--- config.mk ---
export PLATFORM = sky130hd
export DESIGN_NAME = uart_rx_frame_module
export DESIGN_NICKNAME = d
export VERILOG_FILES = /design/src/rtl/uart_pkg.sv /design/src/rtl/sync_edge_det.sv /design/src/rtl/uart_rx_frame_module.sv
export SDC_FILE = /design/constraint.sdc
export NUM_CORES = 1
export LEC_CHECK = 0
export CAP_MARGIN = 20
export CORE_MARGIN = 1.5
export CORE_UTILIZATION = 50
export DETAILED_ROUTE_END_ITERATION = 8
export DONT_BUFFER_PORTS = 1
export PLACE_DENSITY = 0.76
export SYNTH_ARGS = -nofsm -noshare
export SYNTH_HDL_FRONTEND = slang
export SYNTH_SLANG_ARGS = --single-unit
--- constraint.sdc ---
create_clock -name clk -period 2.35 [get_ports clk]
set_input_delay 0.47 -clock clk [delete_from_list [all_inputs] [get_ports clk]]
set_output_delay 0.47 -clock clk [all_outputs]
set_load 0.005 [all_outputs]
--- src/rtl/uart_pkg.sv ---
// Shared definitions for the UART receive path: FSM state encoding, the
// line-rate constants and the default frame shape.
package uart_pkg;

    typedef enum logic [2:0] {
        ST_IDLE      = 3'd0,
        ST_START     = 3'd1,
        ST_DATA      = 3'd2,
        ST_PARITY    = 3'd3,
        ST_STOP      = 3'd4,
        ST_WAIT_IDLE = 3'd5
    } rx_state_e;

    localparam int CLK_HZ       = 49152000;
    localparam int BAUD         = 9600;
    localparam int CLKS_PER_BIT = CLK_HZ / BAUD;     // 5120
    localparam int HALF_BIT     = CLKS_PER_BIT / 2;  // 2560

    localparam int DEFAULT_DATA_BITS = 8;
    localparam int DEFAULT_STOP_BITS = 1;

    // Terminal value of a 4-bit sample counter that must see n samples.
    function automatic logic [3:0] last_count(input int n);
        return 4'(n - 1);
    endfunction

endpackage

--- src/rtl/sync_edge_det.sv ---
// Multi-flop synchroniser for the asynchronous serial line, idling high,
// with a single-cycle falling-edge pulse on the synchronised output.
module sync_edge_det #(
    parameter int SYNC_STAGES = 2
) (
    input  logic clk,
    input  logic reset,
    input  logic din_i,
    output logic rxd_s_o,
    output logic fall_o
);

    logic [SYNC_STAGES-1:0] sync_q;
    logic                   prev_q;

    // All stages reset to the idle level so reset release never fakes a start edge.
    always_ff @(posedge clk) begin
        if (reset) begin
            sync_q <= '1;
            prev_q <= 1'b1;
        end else begin
            sync_q <= {sync_q[SYNC_STAGES-2:0], din_i};
            prev_q <= sync_q[SYNC_STAGES-1];
        end
    end

    assign rxd_s_o = sync_q[SYNC_STAGES-1];
    assign fall_o  = prev_q & ~sync_q[SYNC_STAGES-1];

endmodule

--- src/rtl/uart_rx_frame_module.sv ---
// UART frame receiver driven by an external mid-bit strobe; delivers bytes on a
// valid/ready holding register. Define UART_RX_PARITY_EN to add a parity bit.
module uart_rx_frame_module
    import uart_pkg::*;
#(
    parameter int DATA_BITS   = DEFAULT_DATA_BITS,
    parameter int STOP_BITS   = DEFAULT_STOP_BITS,
    parameter int SYNC_STAGES = 2,
    parameter int PARITY_ODD  = 0
) (
    input  logic                 clk,
    input  logic                 reset,
    input  logic                 rxd,
    input  logic                 bps_clk,
    output logic                 bps_sync,
    output logic [DATA_BITS-1:0] rx_data,
    output logic                 rx_valid,
    input  logic                 rx_ready,
    output logic                 frame_err,
    output logic                 overrun,
    output logic                 busy
);

`ifdef UART_RX_PARITY_EN
    localparam bit PARITY_EN = 1'b1;
`else
    localparam bit PARITY_EN = 1'b0;
`endif

    localparam logic [3:0] LAST_DATA  = last_count(DATA_BITS);
    localparam logic [3:0] LAST_STOP  = last_count(STOP_BITS);
    localparam logic       PAR_SENSE  = (PARITY_ODD != 0);

    logic rxd_s;
    logic rxd_fall;

    rx_state_e            state_q,     state_d;
    logic [3:0]           bitcnt_q,    bitcnt_d;
    logic [3:0]           stopcnt_q,   stopcnt_d;
    logic [DATA_BITS-1:0] shift_q,     shift_d;
    logic                 bad_q,       bad_d;
    logic [DATA_BITS-1:0] rx_data_q,   rx_data_d;
    logic                 rx_valid_q,  rx_valid_d;
    logic                 bps_sync_q,  bps_sync_d;
    logic                 frame_err_q, frame_err_d;
    logic                 overrun_q,   overrun_d;

    logic frame_good;
    logic stop_bad;
    logic accept;

    sync_edge_det #(
        .SYNC_STAGES (SYNC_STAGES)
    ) u_sync (
        .clk     (clk),
        .reset   (reset),
        .din_i   (rxd),
        .rxd_s_o (rxd_s),
        .fall_o  (rxd_fall)
    );

    assign accept = rx_valid_q & rx_ready;

    always_ff @(posedge clk) begin
        if (reset) begin
            state_q     <= ST_IDLE;
            bitcnt_q    <= '0;
            stopcnt_q   <= '0;
            shift_q     <= '0;
            bad_q       <= 1'b0;
            rx_data_q   <= '0;
            rx_valid_q  <= 1'b0;
            bps_sync_q  <= 1'b0;
            frame_err_q <= 1'b0;
            overrun_q   <= 1'b0;
        end else begin
            state_q     <= state_d;
            bitcnt_q    <= bitcnt_d;
            stopcnt_q   <= stopcnt_d;
            shift_q     <= shift_d;
            bad_q       <= bad_d;
            rx_data_q   <= rx_data_d;
            rx_valid_q  <= rx_valid_d;
            bps_sync_q  <= bps_sync_d;
            frame_err_q <= frame_err_d;
            overrun_q   <= overrun_d;
        end
    end

    always_comb begin
        state_d     = state_q;
        bitcnt_d    = bitcnt_q;
        stopcnt_d   = stopcnt_q;
        shift_d     = shift_q;
        bad_d       = bad_q;
        rx_data_d   = rx_data_q;
        rx_valid_d  = rx_valid_q;
        bps_sync_d  = 1'b0;
        frame_err_d = 1'b0;
        overrun_d   = 1'b0;
        frame_good  = 1'b0;
        stop_bad    = 1'b0;

        unique case (state_q)
            ST_IDLE: begin
                if (rxd_fall) begin
                    bps_sync_d = 1'b1;
                    state_d    = ST_START;
                end
            end

            ST_START: begin
                if (bps_clk) begin
                    if (!rxd_s) begin
                        state_d  = ST_DATA;
                        bitcnt_d = '0;
                        bad_d    = 1'b0;
                    end else begin
                        state_d  = ST_IDLE;
                    end
                end
            end

            ST_DATA: begin
                if (bps_clk) begin
                    shift_d = {rxd_s, shift_q[DATA_BITS-1:1]};
                    if (bitcnt_q == LAST_DATA) begin
                        state_d   = PARITY_EN ? ST_PARITY : ST_STOP;
                        stopcnt_d = '0;
                    end else begin
                        bitcnt_d  = bitcnt_q + 4'd1;
                    end
                end
            end

            ST_PARITY: begin
                if (bps_clk) begin
                    if (rxd_s != ((^shift_q) ^ PAR_SENSE)) begin
                        bad_d = 1'b1;
                    end
                    state_d   = ST_STOP;
                    stopcnt_d = '0;
                end
            end

            ST_STOP: begin
                if (bps_clk) begin
                    stop_bad = bad_q | ~rxd_s;
                    bad_d    = stop_bad;
                    if (stopcnt_q == LAST_STOP) begin
                        if (stop_bad) begin
                            frame_err_d = 1'b1;
                            state_d     = ST_WAIT_IDLE;
                        end else begin
                            frame_good  = 1'b1;
                            state_d     = ST_IDLE;
                        end
                    end else begin
                        stopcnt_d = stopcnt_q + 4'd1;
                    end
                end
            end

            // A held-low line (break) must return high before a new start edge counts.
            ST_WAIT_IDLE: begin
                if (rxd_s) begin
                    state_d = ST_IDLE;
                end
            end

            default: begin
                state_d = ST_IDLE;
            end
        endcase

        // A completion in the same cycle as an accept reloads instead of overrunning.
        if (frame_good) begin
            if (!rx_valid_q || accept) begin
                rx_data_d  = shift_q;
                rx_valid_d = 1'b1;
            end else begin
                overrun_d  = 1'b1;
            end
        end else if (accept) begin
            rx_valid_d = 1'b0;
        end
    end

    assign bps_sync  = bps_sync_q;
    assign rx_data   = rx_data_q;
    assign rx_valid  = rx_valid_q;
    assign frame_err = frame_err_q;
    assign overrun   = overrun_q;
    assign busy      = (state_q != ST_IDLE);

endmodule
; Word level (Yosys, flattened, before mapping)
; Cells that the tools add are included.
[totals]
regBits = 35
input_bits = 5
elab_cells = 101
[classes]
addsub = 2
mux = 38
reduce_logical = 20
bitwise_logic = 9
n_eq_ne = 20
[op_table]
columns = cell, count
row1 = 4-bit two-way mux, 9
row2 = 3-bit two-way mux, 9
row3 = 2-bit inequality test (second input constant), 11
row4 = 3-bit case mux with 6 select lines, 1
row5 = 1-bit two-way mux, 15
row6 = 4-bit case mux with 3 select lines, 1
row7 = 6-bit AND reduction, 2
row8 = 3-bit nonzero test, 3
row9 = 4-bit by 1-bit adder with 4-bit output (second input constant), 2
row10 = 4-bit case mux with 2 select lines, 1
row11 = 8-bit AND reduction, 1
row12 = 8-bit parity, 1
row13 = 3-bit by 2-bit == test with 1-bit output (second input constant), 2
row14 = 3-bit == test (second input constant), 2
row15 = 1-bit NOT, 6
row16 = 2-bit AND reduction, 3
row17 = 5-bit AND reduction, 1
row18 = 4-bit by 3-bit == test with 1-bit output (second input constant), 1
row19 = 4-bit logical NOT, 1
row20 = 2-bit by 1-bit inequality test with 1-bit output (second input constant), 2
row21 = 2-bit nonzero test, 2
row22 = 2-bit OR reduction, 2
row23 = 4-bit OR reduction, 1
row24 = 3-bit by 1-bit == test with 1-bit output (second input constant), 1
row25 = other kinds (8), 9

; Depth between registers and ports, before layout
; Gate-level depths: netlist of the first run.
[depth]
depth_word = 8
depth_mapped = 8
ltp_nobuf = 7

; Modules after synthesis
; Synthesis of the first run repeated with hierarchy kept, for this count alone.
[hier_totals]
cells_unflattened = 181
area_unflattened_um2 = 1624.1
[by_module_without_submodules]
columns = module, cells_each, n_inst, seq_area_each_um2, area_per_inst_um2
row1 = uart_rx_frame_module, 174, 1, 640.6, 1539.0
row2 = sync_edge_det, 7, 1, 60.1, 85.1

; Worst setup path before layout of the first run
; OpenSTA, ideal clock, no wires.
[synth_path]
kind = reg-to-reg
startpoint = register stopcnt_q[0]
endpoint = register state_q[0]
required_ps = 2280
arrival_ps = 1818
n_path_buf = 0
period_less_slack_ps = 1888
path_stages_with_launch = 8
slack_ps = 462
setup_time_ps = 70
path_cell_list = dfxtp_1 -> inv_1 -> ha_1 -> nor3b_1 -> o21ai_0 -> a221o_1 -> a2111o_1 -> a21oi_1
[synth_between]
elab_chain_len = 3
[synth_rtl]
columns = element, line_no
row1 = "start, declared", uart_rx_frame_module.sv:39  ; logic [3:0] stopcnt_q, stopcnt_d;
row2 = "start signal, assigned", uart_rx_frame_module.sv:79  ; stopcnt_q <= stopcnt_d;
row3 = 4-bit logical NOT, uart_rx_frame_module.sv:150  ; if (stopcnt_q == LAST_STOP) begin
row4 = 2-bit inequality test (no line), n/a
row5 = 8-bit AND reduction (no line), n/a
row6 = "end signal, assigned", uart_rx_frame_module.sv:77  ; state_q <= state_d;
row7 = "end, declared", uart_rx_frame_module.sv:37  ; rx_state_e state_q, state_d;
; Every way passes these cells.
; A chain may end at the register's enable or synchronous reset.

; Final worst setup path of the first run
[layout_path]
startpoint = register state_q[2]
endpoint = register stopcnt_q[3]
[layout_between]
elab_chain_len = 3
elab_cells_between_ends = 11
classes_between = eq/ne: 8 / mux: 1 / reduce/logical: 2
[layout_rtl]
columns = element, line_no
row1 = 3-bit == test or 3-bit by 2-bit == test with 1-bit output (tied branches), uart_rx_frame_module.sv:104  ; unique case (state_q)
row2 = 2-bit inequality test (no line) or 3-bit nonzero test (tied branches), n/a
row3 = 6-bit AND reduction (no line), n/a
; Parallel ways exist; a longest one is shown, timed or not.

==> results of run 1 <==
## final timing paths
check	start	end	slack [ps]	cells after the start
setup / recovery	state_q[2]	stopcnt_q[3]	190	5
hold / removal	reset	bitcnt_q[3]	180	1
setup reg to reg	state_q[2]	stopcnt_q[3]	190	5
hold reg to reg	u_sync.sync_q[0]	u_sync.sync_q[1]	420	1
## through the flow
stage / cell area [µm²] / hold WS, ps / power, µW
floorplan: 1590 / 389 / 653
global placement: 1610 / 394 / 647
detailed placement: 1610 / 393 / 648
CTS: 1680 / 161 / 1060
global route: 1680 / 163 / 1080
finish: 1680 / 178 / 1050
## synthesized netlist by cell type, types with 3 or more instances
library cell	count	area (µm²)
a21oi_1	20	100
and2_1	3	18.8
buf_2	5	25.0
clkbuf_1	6	22.5
dfxtp_1	35	701
ha_1	3	37.5
inv_1	4	15.0
mux2i_1	10	100
nand2_1	24	90.1
nand2b_1	4	25.0
nand3_1	3	15.0
nor2_1	12	45.0
nor2b_1	3	18.8
nor3_1	6	30.0
nor3b_1	5	37.5
o21ai_0	9	45.0
or2_2	4	25.0
or3_1	3	18.8
or4_1	3	22.5
xnor2_1	7	61.3
## metal layers
| layer | track usage [%] | vias up | share of wire (%) |
|---|---|---|---|
| li1 | - | 632 | - |
| met1 | 22.4 | 605 | 44 |
| met2 | 31.6 | 20 | 50 |
| met3 | 6.55 | 7 | 4.6 |
| met4 | 10.4 | 0 | 1.5 |
| met5 | 0 | - | 0 |
## layout make-up
class,count,share of cell area [%]
Multi-Input combinational cell,134,48.9
Sequential cell,35,41.8
Tap cell,44,3.28
Clock buffer,6,2.46
Clock inverter,1,1.79
Timing Repair Buffer,2,0.896
Inverter,4,0.896
## critical path: stages (launching register included)
cell,delay (ps)
dfxtp_1,560
or3b_1,530
o21ai_2,200
nand3_2,150
or4_1,500
a21oi_1,160
## cells by family after synthesis
family	count (synthesis)
AOI/OAI and AO/OA	37
DFF	35
xor gates and xnor gates	8
muxes	10
adders and majority gates	3
buffers and inverters	16
and+or+nand+nor	76
## registers in the layout, indices dropped and copies added, names as in the netlist
| register | count |
|---|---|
| bad_q | 1 |
| bitcnt_q | 4 |
| bps_sync | 1 |
| frame_err | 1 |
| overrun | 1 |
| rx_data | 8 |
| rx_valid | 1 |
| shift_q | 8 |
| state_q | 3 |
| stopcnt_q | 4 |
| u_sync.prev_q | 1 |
| u_sync.sync_q | 2 |
## power groups by stage
stage	Combinational (µW)	Sequential [µW]	Clock, µW
floorplan	41.1	612	0
global placement	28.0	619	0
detailed placement	29.4	619	0
CTS	29.4	605	425
global route	32.9	606	442
finish	29.3	605	413
==> impl_metrics.env, run 1 <==
export IMPL_status="complete, no violations"
export IMPL_synth_top_family_by_area="simple AND/OR/NAND/NOR gates"
export IMPL_nets=190
export IMPL_core_area_mm2=0.00305
export IMPL_postCtsHoldBufs=0
export IMPL_final_cells=226
export IMPL_area_delta_synth_final_pct=5.18
export IMPL_clkPwrFrac_pct=39.5
export IMPL_synth_top_flop_cell="dfxtp_1"
export IMPL_place_port_buffers=0
export IMPL_ios=18
export IMPL_setup_violations_final=0
export IMPL_mappedNetlistArea_mm2=0.00159
export IMPL_clock_sinks=35
export IMPL_detail_route_wl_per_cell_um=13.6
export IMPL_power_switching_uw=216
export IMPL_routed_wl_mm=3.06
export IMPL_synth_edf_count=0
export IMPL_ant_nets=0
export IMPL_swShare_pct=20.6
export IMPL_synth_cell_type_count=36
export IMPL_routed_via_density=5.59
export IMPL_syn_area_per_cell_um2=8.62
export IMPL_clkTransAtPathRegs_ps=100
export IMPL_antenna_found_initial=0
export IMPL_dieArea_mm2=0.00354
export IMPL_dr_pass1_iters=5
export IMPL_power_leakage_uw=0.000625
export IMPL_critPathKind="flop to flop"
export IMPL_first_iter_violations=102
export IMPL_required_ps=2640
export IMPL_crit_arrival_ps=2450
export IMPL_p_comb_share_pct=2.8
export IMPL_cts_resized=0
export IMPL_slew_viol_final=0
export IMPL_post_cts_setup_buffer_count=0
export IMPL_clockBufferDepth=2
export IMPL_synthXorXnorAreaFrac_pct=4.40
export IMPL_grt_max_degree=36
export IMPL_finalHoldViolations=0
export IMPL_p_per_area_mw_per_mm2=625
export IMPL_vdd_drop_max_mv=0.398
export IMPL_regArea_um2=701
export IMPL_setup_tns_ps=0
export IMPL_die_width_um=59.5
export IMPL_clk_latency_ps=350
export IMPL_yosys_area_share_adder_pct=2.35
export IMPL_fmax_mhz=463
export IMPL_yosysSeqAreaShare_pct=44.0
export IMPL_dp_cells=219
export IMPL_async_flop_share_pct=0
export IMPL_setup_ws_ps=188
export IMPL_multi_input_area_um2=820
export IMPL_htree_num_levels=2
export IMPL_place_congestion=0.845
export IMPL_worst_pin_slew_ps=531
export IMPL_first_global_vias=1165
export IMPL_end_kind="flop"
export IMPL_start_util_pct=52.2
export IMPL_root_buffer="clkbuf_4"
export IMPL_die_h_um=59.5
export IMPL_layout_commonest_cell="dfxtp_1"
export IMPL_drc_errors=0
export IMPL_synth_compound_area_share_pct=13.3
export IMPL_rows=20
export IMPL_period_share_pct=92.0
export IMPL_ys_warn_count=0
export IMPL_drive_gt1_share_pct=8.24
export IMPL_ys_ff_latch=35
export IMPL_cp_max_fo=13
export IMPL_fin_util_pct=54.9
export IMPL_crit_path_start_kind="flop"
export IMPL_grt_setup_unrepaired="false"
export IMPL_vias=1264
export IMPL_diodes=0
export IMPL_intPower_uw=832
export IMPL_grt_ovfl_total=0
export IMPL_grt_pass1_wl_mm=5.03
export IMPL_slew_headroom_pct=64.6
export IMPL_nFillCells=297
export IMPL_netlist_instances=185
export IMPL_power_frac_seq_pct=57.8
export IMPL_synthesis_nets=193
export IMPL_hold_path_class="input pin to flop"
export IMPL_final_cell_mix="35 x dfxtp_1, 24 x nand2_1, 20 x a21oi_1"
export IMPL_cts_buffers=5
export IMPL_synth_simple_area_share_pct=25.1
export IMPL_fin_crit_ps=2160
export IMPL_dp_hpwl_mm=2.14
export IMPL_pre_cts_ws_ps=262
export IMPL_synth_mux_area_share_pct=6.28
export IMPL_skew_ps=4.37
export IMPL_cts_tree="built"
export IMPL_groute_usage_overall_pct=19.5
export IMPL_drv_cap=0
Power figures use the tool's default switching activity.
==> run 2: changes to the inputs <==
--- a/config.mk
+++ b/config.mk
@@ -6,11 +6,13 @@
 export NUM_CORES = 1
 export LEC_CHECK = 0
 export CAP_MARGIN = 20
+export CELL_PAD_IN_SITES_DETAIL_PLACEMENT = 0
+export CELL_PAD_IN_SITES_GLOBAL_PLACEMENT = 1
 export CORE_MARGIN = 1.5
-export CORE_UTILIZATION = 50
+export CORE_UTILIZATION = 46
 export DETAILED_ROUTE_END_ITERATION = 8
 export DONT_BUFFER_PORTS = 1
-export PLACE_DENSITY = 0.76
+export PLACE_DENSITY = 0.87
 export SYNTH_ARGS = -nofsm -noshare
 export SYNTH_HDL_FRONTEND = slang
 export SYNTH_SLANG_ARGS = --single-unit
==> run 2 against run 1 <==
Net effect: final area fell by 0.37%; final cell count rose by 1.8%; sequential share of layout area rose by 0.16 points; sequential power barely moved; non-clock buffer count rose by 1; flip-flop and latch count did not move; via count fell by 2.0%; worst setup slack improved by 59 ps; combinational power rose by 7.8%; fmax rose by 2.8%; clock skew barely moved.
==> impl_metrics.env, run 2 (synthesized netlist as in run 1, its figures left out) <==
export IMPL_status="complete, no violations"
export IMPL_grt_max_degree=36
export IMPL_clockBufferDepth=2
export IMPL_crit_path_start_kind="flop"
export IMPL_fin_crit_ps=2100
export IMPL_power_switching_uw=210
export IMPL_setup_ws_ps=247
export IMPL_path_delay_family="simple AND/OR/NAND/NOR gates"
export IMPL_period_share_pct=89.5
export IMPL_hold_path_class="input pin to flop"
export IMPL_end_kind="flop"
export IMPL_cts_resized=0
export IMPL_required_ps=2630
export IMPL_nets=191
export IMPL_swShare_pct=22.3
export IMPL_grt_ovfl_total=0
export IMPL_setup_tns_ps=0
export IMPL_p_per_area_mw_per_mm2=563
export IMPL_dr_pass1_iters=4
export IMPL_place_congestion=0.880
export IMPL_cts_tree="built"
export IMPL_power_uw=940
export IMPL_critPathKind="flop to flop"
export IMPL_grt_pass1_wl_mm=4.75
export IMPL_rows=21
export IMPL_antenna_found_initial=0
export IMPL_grt_setup_unrepaired="false"
export IMPL_regArea_um2=701
export IMPL_clkTransAtPathRegs_ps=100
export IMPL_cts_buffers=5
export IMPL_dieArea_mm2=0.00383
export IMPL_slew_viol_final=0
export IMPL_diodes=0
export IMPL_routed_wl_mm=2.95
export IMPL_finalHoldViolations=0
export IMPL_vias=1239
export IMPL_postCtsHoldBufs=0
export IMPL_critical_path_slowest_cell="dfxtp_1"
export IMPL_dp_hpwl_mm=2.06
export IMPL_start_util_pct=47.8
export IMPL_crit_arrival_ps=2380
export IMPL_core_area_mm2=0.00334
export IMPL_drive_gt1_share_pct=9.24
export IMPL_cp_cell_sequence="or3b_1, o21ai_2, nand3_2, or4_1, a21oi_1"
export IMPL_slowest_delay_ps=540
export IMPL_routed_via_density=5.39
export IMPL_clkPwrFrac_pct=32.4
export IMPL_p_comb_share_pct=3.4
export IMPL_setup_violations_final=0
export IMPL_clock_sinks=35
export IMPL_power_leakage_uw=0.000623
export IMPL_die_width_um=61.9
export IMPL_intPower_uw=730
export IMPL_slew_headroom_pct=65.5
export IMPL_skew_ps=4.61
export IMPL_fmax_mhz=476
export IMPL_path_buf_inv=0
export IMPL_htree_num_levels=2
export IMPL_cp_max_fo=13
export IMPL_power_frac_seq_pct=64.3
export IMPL_drc_errors=0
export IMPL_multi_input_area_um2=825
export IMPL_vdd_drop_max_mv=0.205
export IMPL_groute_usage_overall_pct=17.2
export IMPL_final_cell_mix="35 x dfxtp_1, 24 x nand2_1, 20 x a21oi_1"
export IMPL_worst_pin_slew_ps=517
export IMPL_first_global_vias=1117
export IMPL_area_delta_synth_final_pct=4.79
export IMPL_ios=18
export IMPL_post_cts_setup_buffer_count=0
export IMPL_layout_commonest_cell="dfxtp_1"
export IMPL_root_buffer="clkbuf_4"
export IMPL_pre_cts_ws_ps=264
export IMPL_detail_route_wl_per_cell_um=12.8
export IMPL_place_port_buffers=0
export IMPL_nFillCells=338
export IMPL_first_iter_violations=48
export IMPL_ant_nets=0
export IMPL_drv_cap=0
export IMPL_clk_latency_ps=330
export IMPL_die_h_um=61.9
## run 2: stage by stage
| step | instances | util [%] | hold slack [ps] | cell area, µm² |
|---|---|---|---|---|
| 2_1_floorplan | 185 | - | 389 | 1590 |
| 3_3_place_gp | 222 | 48.4 | 402 | 1620 |
| 3_5_place_dp | 222 | 48.4 | 413 | 1620 |
| 4_1_cts | 230 | 49.9 | 179 | 1670 |
| 5_1_grt | 230 | 50.1 | 162 | 1670 |
| 6_report | 230 | 50.1 | 191 | 1670 |
## run 2: layout make-up
type                    instances  share of cell area (%)
clock buffers                   7                    2.70
multi-input cells             134                    49.4
flip-flops and latches         35                    41.9
clock inverters                 1                   0.300
well taps                      46                    3.45
repair buffers                  3                    1.35
inverters                       4                   0.899
## run 2: layer usage
metal | track usage, % | up-vias | wire [µm]
met5 | 0 | - | 0
met2 | 25.4 | 26 | 1320
met3 | 6.21 | 7 | 143
met1 | 21.6 | 580 | 1410
met4 | 10.0 | 0 | 75
li1 | - | 626 | -
## run 2: worst reg2reg max path, cell delays in order (launching register included)
cell and delay [ps]:
dfxtp_1 540, or3b_1 530, o21ai_2 190, nand3_2 150
or4_1 490, a21oi_1 140
## run 2: power groups by stage
| stage | clock network [µW] | logic (µW) | registers, µW |
|---|---|---|---|
| 5_1_grt | 343 | 35.0 | 605 |
| 6_report | 304 | 31.6 | 604 |
| 2_1_floorplan | 0 | 41.1 | 612 |
| 3_5_place_dp | 0 | 31.4 | 618 |
| 4_1_cts | 314 | 31.6 | 604 |
| 3_3_place_gp | 0 | 31.2 | 617 |
## run 2: final timing paths
check | from | end | slack [ps] | depth (start not counted)
setup reg to reg | state_q[2] | stopcnt_q[3] | 250 | 5
hold reg to reg | u_sync.sync_q[0] | u_sync.sync_q[1] | 430 | 1
hold / removal | reset | rx_data[0] | 190 | 1
setup / recovery | state_q[2] | stopcnt_q[3] | 250 | 5
